==> src/rtl/matrix_pkg.sv <==
// Shared constants, RGB444 field bounds and FSM states for the LED matrix pixel path.
// Latency/backpressure: n/a (types and constants only).
package matrix_pkg;
    localparam int FRAME_WORDS = 2048;
    localparam int ADDR_W      = 11;
    localparam int WORD_BITS   = 16;

    localparam int R_HI = 15;
    localparam int R_LO = 12;
    localparam int G_HI = 11;
    localparam int G_LO = 8;
    localparam int B_HI = 7;
    localparam int B_LO = 4;

    typedef enum logic [1:0] {IDLE, RECV, FULL} state_t;
endpackage

==> src/rtl/spi_pin_sync.sv <==
// Synchronises SPI pins into pixel_clk and flags spi_clk rising edges.
// Latency: SYNC_STAGES+1 cycles pin-to-output on all three outputs; no backpressure.
module spi_pin_sync #(
    parameter int SYNC_STAGES = 2
) (
    input  logic pixel_clk,
    input  logic reset,
    input  logic spi_clk,
    input  logic spi_mosi,
    input  logic spi_cs_n,
    output logic cs_active,
    output logic sck_rise,
    output logic mosi_s
);
    logic [SYNC_STAGES-1:0] sck_sync;
    logic [SYNC_STAGES-1:0] mosi_sync;
    logic [SYNC_STAGES-1:0] cs_sync;
    logic                   sck_hist;

    // Outputs are registered together so MOSI and CS stay aligned with the detected edge.
    always_ff @(posedge pixel_clk) begin
        if (reset) begin
            sck_sync  <= '0;
            mosi_sync <= '0;
            cs_sync   <= '1;
            sck_hist  <= 1'b0;
            cs_active <= 1'b0;
            sck_rise  <= 1'b0;
            mosi_s    <= 1'b0;
        end else begin
            sck_sync  <= {sck_sync[SYNC_STAGES-2:0], spi_clk};
            mosi_sync <= {mosi_sync[SYNC_STAGES-2:0], spi_mosi};
            cs_sync   <= {cs_sync[SYNC_STAGES-2:0], spi_cs_n};
            sck_hist  <= sck_sync[SYNC_STAGES-1];
            sck_rise  <= sck_sync[SYNC_STAGES-1] & ~sck_hist;
            mosi_s    <= mosi_sync[SYNC_STAGES-1];
            cs_active <= ~cs_sync[SYNC_STAGES-1];
        end
    end
endmodule

==> src/rtl/spi_frame_writer.sv <==
// Deserialises CS-delimited SPI frames into the off-screen half of the double-buffered pixel RAM.
// Latency: write SYNC_STAGES+2 cycles after 16th spi_clk rise; no backpressure (one word per 16 SPI clocks).
module spi_frame_writer #(
    parameter int FRAME_WORDS = matrix_pkg::FRAME_WORDS,
    parameter int ADDR_W      = matrix_pkg::ADDR_W,
    parameter int SYNC_STAGES = 2
) (
    input  logic                           pixel_clk,
    input  logic                           reset,
    input  logic                           spi_clk,
    input  logic                           spi_mosi,
    input  logic                           spi_cs_n,
    output logic                           wr_en,
    output logic [ADDR_W:0]                wr_addr,
    output logic [matrix_pkg::WORD_BITS-1:0] wr_data,
    output logic                           disp_bank,
    output logic                           frame_done,
    output logic                           short_frame,
    output logic                           overrun,
    input  logic                           clear_flags
);
    import matrix_pkg::*;

    localparam int              CNT_W    = $clog2(WORD_BITS);
    localparam logic [CNT_W-1:0] LAST_BIT = CNT_W'(WORD_BITS - 1);
    localparam logic [ADDR_W-1:0] LAST_IDX = ADDR_W'(FRAME_WORDS - 1);

    logic cs_active, sck_rise, mosi_s;

    spi_pin_sync #(.SYNC_STAGES(SYNC_STAGES)) u_pin_sync (
        .pixel_clk (pixel_clk),
        .reset     (reset),
        .spi_clk   (spi_clk),
        .spi_mosi  (spi_mosi),
        .spi_cs_n  (spi_cs_n),
        .cs_active (cs_active),
        .sck_rise  (sck_rise),
        .mosi_s    (mosi_s)
    );

    state_t                 state, state_nxt;
    logic [WORD_BITS-2:0]   shift_q, shift_nxt;
    logic [WORD_BITS-1:0]   word_in;
    logic [CNT_W-1:0]       bit_cnt, bit_cnt_nxt;
    logic [ADDR_W-1:0]      word_idx, word_idx_nxt;
    logic                   wr_bank, bank_nxt;
    logic                   flip_pend, flip_pend_nxt;
    logic                   wr_en_nxt;
    logic [ADDR_W:0]        wr_addr_nxt;
    logic [WORD_BITS-1:0]   wr_data_nxt;
    logic                   short_set, overrun_set;

    assign word_in   = {shift_q, mosi_s};
    assign disp_bank = ~wr_bank;

    always_ff @(posedge pixel_clk) begin
        if (reset) begin
            state       <= IDLE;
            shift_q     <= '0;
            bit_cnt     <= '0;
            word_idx    <= '0;
            wr_bank     <= 1'b0;
            flip_pend   <= 1'b0;
            wr_en       <= 1'b0;
            wr_addr     <= '0;
            wr_data     <= '0;
            frame_done  <= 1'b0;
            short_frame <= 1'b0;
            overrun     <= 1'b0;
        end else begin
            state       <= state_nxt;
            shift_q     <= shift_nxt;
            bit_cnt     <= bit_cnt_nxt;
            word_idx    <= word_idx_nxt;
            wr_bank     <= bank_nxt;
            flip_pend   <= flip_pend_nxt;
            wr_en       <= wr_en_nxt;
            wr_addr     <= wr_addr_nxt;
            wr_data     <= wr_data_nxt;
            frame_done  <= flip_pend;
            short_frame <= clear_flags ? 1'b0 : (short_frame | short_set);
            overrun     <= clear_flags ? 1'b0 : (overrun | overrun_set);
        end
    end

    always_comb begin
        state_nxt     = state;
        shift_nxt     = shift_q;
        bit_cnt_nxt   = bit_cnt;
        word_idx_nxt  = word_idx;
        flip_pend_nxt = 1'b0;
        wr_en_nxt     = 1'b0;
        wr_addr_nxt   = wr_addr;
        wr_data_nxt   = wr_data;
        short_set     = 1'b0;
        overrun_set   = 1'b0;
        // The flip lands one cycle after the final write, so that word goes to the old bank.
        bank_nxt      = flip_pend ? ~wr_bank : wr_bank;

        case (state)
            IDLE: begin
                bit_cnt_nxt  = '0;
                word_idx_nxt = '0;
                if (cs_active) state_nxt = RECV;
            end
            RECV: begin
                if (!cs_active) begin
                    state_nxt    = IDLE;
                    bit_cnt_nxt  = '0;
                    word_idx_nxt = '0;
                    short_set    = (word_idx != '0);
                end else if (sck_rise) begin
                    shift_nxt = word_in[WORD_BITS-2:0];
                    if (bit_cnt == LAST_BIT) begin
                        bit_cnt_nxt = '0;
                        wr_en_nxt   = 1'b1;
                        wr_addr_nxt = {wr_bank, word_idx};
                        wr_data_nxt = word_in;
                        if (word_idx == LAST_IDX) begin
                            state_nxt     = FULL;
                            flip_pend_nxt = 1'b1;
                        end else begin
                            word_idx_nxt = word_idx + 1'b1;
                        end
                    end else begin
                        bit_cnt_nxt = bit_cnt + 1'b1;
                    end
                end
            end
            FULL: begin
                if (!cs_active) begin
                    state_nxt    = IDLE;
                    bit_cnt_nxt  = '0;
                    word_idx_nxt = '0;
                end else if (sck_rise) begin
                    shift_nxt = word_in[WORD_BITS-2:0];
                    if (bit_cnt == LAST_BIT) begin
                        bit_cnt_nxt = '0;
                        overrun_set = 1'b1;
                    end else begin
                        bit_cnt_nxt = bit_cnt + 1'b1;
                    end
                end
            end
            default: state_nxt = IDLE;
        endcase
    end
endmodule

==> config.mk <==
export PLATFORM = sky130hd
export DESIGN_NAME = spi_frame_writer
export DESIGN_NICKNAME = d
export VERILOG_FILES = /design/src/rtl/matrix_pkg.sv /design/src/rtl/spi_pin_sync.sv /design/src/rtl/spi_frame_writer.sv
export SDC_FILE = /design/constraint.sdc
export NUM_CORES = 1
export LEC_CHECK = 0
export ABC_AREA = 1
export BUFFER_PORTS_ARGS = -buffer_cell sky130_fd_sc_hd__buf_2
export CELL_PAD_IN_SITES_DETAIL_PLACEMENT = 1
export CELL_PAD_IN_SITES_GLOBAL_PLACEMENT = 1
export CORE_ASPECT_RATIO = 0.5
export CORE_MARGIN = 4
export CORE_UTILIZATION = 42
export CTS_CLUSTER_DIAMETER = 40
export DETAILED_ROUTE_END_ITERATION = 6
export PLACE_DENSITY_LB_ADDON = 0.08
export RECOVER_POWER = 100
export SLEW_MARGIN = 20
export SYNTH_ARGS = -nofsm -noshare
export SYNTH_HDL_FRONTEND = slang
export SYNTH_HIERARCHICAL = 1
export SYNTH_SLANG_ARGS = --single-unit
==> constraint.sdc <==
create_clock -name pixel_clk -period 2.2 [get_ports pixel_clk]
set_clock_uncertainty 0.2 [all_clocks]
set_input_delay 0.44 -clock pixel_clk [delete_from_list [all_inputs] [get_ports pixel_clk]]
set_output_delay 0.44 -clock pixel_clk [all_outputs]
set_load 0.02 [all_outputs]
# --- Yosys cells after proc, flatten, opt, wreduce, memory -nomap -nowiden ---
# Index checks and enable logic that the tools add are counted.
word_totals:
  register_bits: 76
  inputBits: 6
  output_inout_bits: 33
op_classes:
  add_sub_neg: 2
  n_eq_ne: 11
  mux: 24
  bitwise_logic: 10
  reduce_logical: 13
ops:
  columns: ["operator", "count"]
  rows:
  - ["11-bit 2-to-1 mux", 5]
  - ["11-bit case mux with 3 select lines", 1]
  - ["3-bit inequality test (second input constant)", 5]
  - ["2-bit 2-to-1 mux", 6]
  - ["4-bit 2-to-1 mux", 3]
  - ["11-bit by 1-bit adder with 11-bit output (second input constant)", 1]
  - ["11-bit == test (second input constant)", 1]
  - ["11-bit nonzero test", 1]
  - ["5-bit AND reduction", 2]
  - ["4-bit case mux with 2 select lines", 1]
  - ["1-bit 2-to-1 mux", 7]
  - ["1-bit NOT", 7]
  - ["2-bit case mux with 3 select lines", 1]
  - ["2-bit OR reduction", 3]
  - ["5-bit OR reduction", 1]
  - ["4-bit by 1-bit adder with 4-bit output (second input constant)", 1]
  - ["4-bit == test (second input constant)", 1]
  - ["4-bit AND reduction", 1]
  - ["3-bit AND reduction", 1]
  - ["3-bit nonzero test", 1]
  - ["2-bit by 1-bit == test with 1-bit output (second input constant)", 1]
  - ["2-bit == test (second input constant)", 1]
  - ["2-bit logical NOT", 1]
  - ["2-bit by 1-bit inequality test with 1-bit output (second input constant)", 1]
  - ["5 further kinds", 6]

# --- Depth between registers and ports, before layout ---
# Gate-level depths: netlist of the first run.
depth:
  word_depth: 6
  mapped_depth: 12

# --- Cells and area by module ---
# Netlist of the first run, hierarchy kept.
modules_own_cells:
  columns: ["module", "instances", "cells_per_inst", "area_per_inst_um2", "seq_area_each_um2"]
  rows:
  - ["spi_frame_writer", 1, 356, 2768.9, 1321.3]
  - ["spi_pin_sync", 1, 28, 280.3, 200.2]

# --- Least setup slack after synthesis of the first run ---
# Ideal clock, no wire load.
synth_timing:
  path_kind: "register -> register"
  startpoint: "reg state[1]"
  endpoint: "reg word_idx[7]"
  setup_time_ns: 0.113
  arrival_ns: 1.415
  path_slack_ns: 0.472
  stages_incl_launch_ff: 10
  n_path_buf: 1
  period_less_slack_ns: 1.728
  cell_sequence: "dfxtp_1 > inv_1 > ha_1 > nor3_1 > nor2_4 > buf_6 > nand3_1 > nand2_1 > nand2_1 > nor2_1"
synth_via:
  elab_chain_len: 3
synth_rtl:
  columns: ["element", "line_no", "source"]
  rows:
  - ["from (decl)", "spi_frame_writer.sv:41", "state_t state, state_nxt;"]
  - ["from (signal assigned)", "spi_frame_writer.sv:71", "state <= state_nxt;"]
  - ["2-bit by 1-bit == test with 1-bit output, or another cell as far along", "spi_frame_writer.sv:100", "case (state)"]
  - ["3-bit inequality test (no line), or another cell as far along", null, null]
  - ["5-bit AND reduction (no line)", null, null]
  - ["to (signal assigned)", "spi_frame_writer.sv:74", "word_idx <= word_idx_nxt;"]
  - ["to (decl)", "spi_frame_writer.sv:45", "logic [ADDR_W-1:0] word_idx, word_idx_nxt;"]
# Parallel ways exist; a longest one is shown, timed or not.
# A chain may end at the register's enable or synchronous reset.

# --- Final worst setup path of the first run ---
layout_timing:
  startpoint: "reg state[1]"
  endpoint: "reg word_idx[4]"
# The elaborated chain is that of the path after synthesis.

==> impl_metrics.yaml, run 1 <==
sta:
  fin_ws_ps: 173.7
  whs_ps: 95.19
  fin_crit_ps: 2026
  hold_violations: 0
  slew_viol_final: 0
  setup_viol: 0
  slew_headroom_pct: 66.81
  max_freq_mhz: 493.5
  worst_pin_slew_ps: 497.3
  period_share_pct: 92.11
setup_path:
  worstPathArrival_ps: 2090
  crit_buf_inv: 3
  slowest_delay_ps: 390
  crit_family: "simple AND/OR/NAND/NOR gates"
  slowest_stage: "dfxtp_1"
  cp_max_fo: 8
  rr_startpoint: "state[1]"
  worstPathRequired_ps: 2270
  cp-startpoint: "state[1]"
  startpoint_type: "register"
  endpoint_kind: "register"
  criticalPathCategory: "register to register"
  path_cells: "inv_1, ha_1, nand2_2, inv_2, o21ai_2, nand2_2, nor2_4, nand2_4, inv_1, nand2_1, a21oi_2"
logic_synthesis:
  yosysSeqAreaShare_pct: 49.90
  syn_area_mm2: 0.003049
  yosysWarnings: 6
  syn_avg_cell_area_um2: 7.941
  synthCells: 384
  synthesis.nets: 398
  synthFlopType: "dfxtp_1"
  synth.distinct_cells: 35
  synth-seq-cells: 76
  async_flop_share_pct: 0
  synth-edff-count: 0
global_routing:
  grt.overflow.total: 0
  grt_first_pass_wirelength_mm: 12.77
  grt_pass1_vias: 2684
  grt_use_met3_pct: 5.612
  antenna_found_initial: 0
  grt_max_degree: 23
  use_met1_pct: 21.31
  grt_util_met2_pct: 33.87
  busiest_layer: "met2"
  grt_use_total_pct: 18.57
floorplan:
  die_h_um: 68.25
  start_util_pct: 44.46
  rows: 21
  core_area_mm2: 0.006858
  io-pin-count: 39
  die_area_mm2: 0.008770
  die_x_um: 128.5
place:
  postPlaceCellArea_mm2: 0.003342
  placement.io_buffers: 38
  gp_congestion: 0.8702
  dp_cells: 507
  hpwl_mm: 5.334
  dpl_worst_slack_ps: 183.0
layout:
  postLayoutCellArea_mm2: 0.003647
  regArea_mm2: 0.001521
  stdcell_count: 527
  nFillCells: 859
  num_antenna_cells: 0
  syn_to_final_growth_pct: 19.61
  layout-drive-gt1-share_pct: 12.41
  nets: 444
  multi_input_area_mm2: 0.001254
power:
  switching_share_pct: 21.67
  power_frac_seq_pct: 44.9
  p_sw_uw: 673.1
  internal_power_mw: 2.433
  pwr-share-clk_pct: 50.9
  p_comb_share_pct: 4.2
  p_leak_nw: 1.480
  vdd_ir_drop_max_v: 0.0004652
  powerDensity_mw_per_mm2: 851.5
clocking:
  cts.sinks: 76
  cts_made_buffers: 9
  htreeDepth: 3
  clk_pin_slew_worst_paths_ps: 60
  tritoncts: "yes"
  hold_buffers: 0
  cts_buffer_depth: 2
  clock_latency_ps: 330
  cts-root-buf: "clkbuf_16"
detailed_routing:
  wl_per_cell_um: 14.40
  finalWirelength_mm: 7.591
  drc: 0
  drt_iter0_drc: 133
  avgViaCountPerCell: 4.924
  postRouteAntennaNets: 0
  dr.pass1.iters: 4
  num_vias: 2595
flow_run:
  maxCapViolCount: 0
outcome:
  status: "completed"
hold_path:
  hold_path.class: "input pin to register"
  hold_start: "spi_cs_n"
## sequential cells by signal (all words and copies together) (netlist names), 2 cells and up
name / count
bit_cnt: 4
shift_q: 15
state: 2
u_pin_sync/cs_sync: 2
u_pin_sync/mosi_sync: 2
u_pin_sync/sck_sync: 2
word_idx: 11
wr_addr: 12
wr_data: 16
## routing by layer
layer / up-vias / share of wire (%)
li1: 1335 / -
met4: 0 / 0.53
met3: 4 / 3.5
met1: 1227 / 46
met5: - / 0
met2: 29 / 50
## what timing repair did
action | in CTS | in global routing
setup endpoints to repair | 0 | 7
setup buffers | 0 | 4
gates resized for setup | 0 | 1
## through the flow
step / setup TNS [ps] / total power [mW] / util, %
6_report: 0 / 3.106 / 53.18
5_1_grt: -3.480 / 3.223 / 53.18
4_1_cts: 0 / 3.131 / 53.44
3_5_place_dp: 0 / 1.536 / 48.73
3_3_place_gp: 0 / 1.530 / 48.73
2_1_floorplan: 0 / 1.510 / -
## cells in the final DEF (no fill, tap or decap), types with 2 or more instances in the layout
cell,netlist,routed
bufinv_16,0,2
inv_1,47,47
or2_2,2,2
a21oi_1,35,35
nor2_1,64,64
buf_4,1,9
or2_1,2,2
clkbuf_2,1,3
nor2_4,2,2
inv_2,2,2
a21oi_2,5,5
nand4_1,6,6
buf_2,4,4
nand2_2,4,3
clkinvlp_4,0,2
nand3_2,2,2
nand2_1,38,39
ha_1,8,8
nand3_1,12,12
a31oi_1,2,2
dfxtp_1,76,76
clkbuf_1,4,34
o21ai_1,2,2
inv_6,0,2
nor3_1,3,2
o21ai_0,46,46
clkbuf_16,0,9
## cell type report
class                      count  area share, %
sequential                    76          41.72
multi-input combinational    243          34.37
clock buffer                   9          6.175
clock inverter                 7          2.676
tap                           92          3.156
inverter                      49          5.043
timing repair buffer          51          6.861
## path summary, 6_finish.rpt
path | end | slack, ps | cells past startpoint
max | word_idx[4] | 170 | 11
min | u_pin_sync/cs_sync[0] | 100 | 2
max reg2reg | word_idx[4] | 170 | 11
min reg2reg | u_pin_sync/sck_rise | 190 | 1
## cells in the mapped netlist (4+ instances only)
cell type,instances,area (µm²)
clkbuf_1,4,15.01
nand3_1,12,60.06
dfxtp_1,76,1521
nand2_1,38,142.6
buf_2,4,20.02
inv_1,47,176.4
nand4_1,6,37.54
a21oi_1,35,175.2
a21oi_2,5,43.79
nor2_1,64,240.2
ha_1,8,100.1
o21ai_0,46,230.2
nand2_2,4,25.02
## cell families after synthesis
logic type                 synth area share [%]
and+or+nand+nor                           21.21
buffers and inverters                     9.068
AOI/OAI and AO/OA                         16.25
DFF                                       49.90
adders and majority gates                 3.283
xor gates and xnor gates                 0.2873
## power groups by stage
stage / logic, mW / clock network, mW / registers (mW)
4_1_cts: 0.115 / 1.62 / 1.39
2_1_floorplan: 0.0893 / 0 / 1.42
3_5_place_dp: 0.112 / 0 / 1.42
6_report: 0.132 / 1.58 / 1.39
5_1_grt: 0.147 / 1.68 / 1.39
3_3_place_gp: 0.106 / 0 / 1.42
No activity file was read; power rests on OpenSTA's default activity.
==> run 2: changes to the inputs <==
--- a/config.mk
+++ b/config.mk
@@ -12,5 +12,5 @@
 export CORE_ASPECT_RATIO = 0.5
 export CORE_MARGIN = 4
-export CORE_UTILIZATION = 42
+export CORE_UTILIZATION = 40
 export CTS_CLUSTER_DIAMETER = 40
 export DETAILED_ROUTE_END_ITERATION = 6
--- a/constraint.sdc
+++ b/constraint.sdc
@@ -3,3 +3,3 @@
 set_input_delay 0.44 -clock pixel_clk [delete_from_list [all_inputs] [get_ports pixel_clk]]
 set_output_delay 0.44 -clock pixel_clk [all_outputs]
-set_load 0.02 [all_outputs]
+set_load 0.1 [all_outputs]
==> run 2 against run 1 <==
Via count grew 0.50%. First-iteration DRC count shrank 9.0%. Power shrank 6.6%. Register-to-register slack is essentially flat. Sequential share of layout area grew 0.38 points. Critical endpoint is now word_idx[2]. Wire length shrank 1.8%. Critical path depth is the same. Largest cell class unchanged.
==> impl_metrics.yaml, run 2 (synthesis gave the netlist of run 1 again) <==
detailed_routing:
  finalWirelength_mm: 7.453
  drc: 0
  num_vias: 2608
  drt_iter0_drc: 121
  avgViaCountPerCell: 4.958
  wl_per_cell_um: 14.17
  postRouteAntennaNets: 0
  dr.pass1.iters: 4
setup_path:
  cp-endpoint: "word_idx[2]"
  reg2reg_slack_ps: 160
  r2r_end: "word_idx[2]"
  reg2reg_depth: 11
  startpoint_type: "register"
  endpoint_kind: "register"
  cp-startpoint: "state[1]"
  cp_max_fo: 11
  worstPathArrival_ps: 2100
  criticalPathCategory: "register to register"
  rr_startpoint: "state[1]"
  worstPathRequired_ps: 2260
place:
  gp_congestion: 0.8202
  placement.io_buffers: 38
  hpwl_mm: 5.406
sta:
  max_freq_mhz: 490.6
  worst_pin_slew_ps: 661.2
  slew_viol_final: 0
  period_share_pct: 92.65
  rsz0062_at_grt: "false"
  timing.setup.tns_ps: 0
  fin_crit_ps: 2038
  hold_violations: 0
  whs_ps: 95.08
  setup_viol: 0
  slew_headroom_pct: 55.92
clocking:
  cts.sinks: 76
  cts-root-buf: "clkbuf_16"
  clock_latency_ps: 330
  clk_pin_slew_worst_paths_ps: 60
  htreeDepth: 3
  cts_setup_buffers: 0
  cts_buffer_depth: 2
  cts-resized-gates: 0
  hold_buffers: 0
  cts_made_buffers: 9
  tritoncts: "yes"
global_routing:
  grt_max_degree: 42
  grt_use_total_pct: 17.69
  grt.overflow.total: 0
  grt_first_pass_wirelength_mm: 13.10
  antenna_found_initial: 0
  grt_pass1_vias: 2810
hold_path:
  hold_path.class: "input pin to register"
power:
  vdd_ir_drop_max_v: 0.0004297
  powerDensity_mw_per_mm2: 802.5
  p_leak_nw: 1.554
floorplan:
  core_area_mm2: 0.007377
  die_h_um: 69.74
  start_util_pct: 41.33
  io-pin-count: 39
  rows: 22
  die_x_um: 131.5
  die_area_mm2: 0.009168
layout:
  nets: 439
  largest_reg_flops: 16
  final_common_cell: "dfxtp_1"
  final_cell_mix: "dfxtp_1, nor2_1, o21ai_0"
  syn_to_final_growth_pct: 18.55
  layout-drive-gt1-share_pct: 18.60
  top_regs: "wr_data (16), shift_q (15), wr_addr (12)"
  num_antenna_cells: 0
  largest-register: "wr_data"
flow_run:
  maxCapViolCount: 0
outcome:
  status: "completed"
run 2: cell types whose count changed in the layout (fill, tap and decap cells not counted), sizes merged:
cell	before	now
inv	51	50
clkinv	1	3
buf	14	9
clkbuf	46	48
bufinv	2	0
clkinvlp	2	1
run 2: worst min path at each step:
stage / from / to / slack [ps] / cells after the start
2_1_floorplan: u_pin_sync/cs_sync[1] / u_pin_sync/cs_active / 160 / 1
3_3_place_gp: u_pin_sync/cs_sync[1] / u_pin_sync/cs_active / 170 / 1
3_5_place_dp: u_pin_sync/sck_hist / u_pin_sync/sck_rise / 180 / 1
4_1_cts: spi_cs_n / u_pin_sync/cs_sync[0] / 90 / 2
5_1_grt: spi_cs_n / u_pin_sync/cs_sync[0] / 110 / 2
6_report: spi_cs_n / u_pin_sync/cs_sync[0] / 100 / 2
run 2: final cells by class:
| type | count | area, µm² |
|---|---|---|
| Multi-Input combinational cell | 243 | 1249 |
| Fill cell | 925 | 3762 |
| Inverter | 49 | 183.9 |
| Clock buffer | 11 | 252.7 |
| Tap cell | 96 | 120.1 |
| Clock inverter | 5 | 35.03 |
| Sequential cell | 76 | 1521 |
| Timing Repair Buffer | 46 | 252.7 |
run 2: critical path, cell delays in order (launching register included):
cell and delay, ps:
dfxtp_1 390, inv_1 100, ha_1 240, nand2_2 90
inv_2 70, o21ai_2 90, nand2_2 100, nor2_4 250
nand2_4 110, inv_1 130, nand2_1 80, a21oi_2 120
run 2: metal layers:
metal  GRT usage, %  vias up  wire [µm]
li1               -     1318          -
met1          20.92     1254       3499
met2          30.35       28       3660
met3          6.014        8        227
met4          5.821        0         66
met5              0        -          0
run 2: where the power goes:
group	internal [mW]	total [mW]	leakage, nW	switching, mW
combinational	0.0330	0.110	0.798	0.0767
clock	0.826	1.40	0.142	0.571
sequential	1.39	1.39	0.614	0.00654
run 2: through the flow:
step / worst slack, ps / cell area (µm²) / std cells / power (mW) / utilization (%)
after global placement: 365.0 / 3339 / 510 / 1.528 / 45.27
after CTS: 162.3 / 3627 / 526 / 2.949 / 49.17
after global routing: 10.34 / 3615 / 526 / 3.027 / 49.00
final: 161.7 / 3615 / 526 / 2.901 / 49.00
after floorplan: 472.1 / 3049 / 384 / 1.510 / -
after detailed placement: 200.6 / 3339 / 510 / 1.536 / 45.27
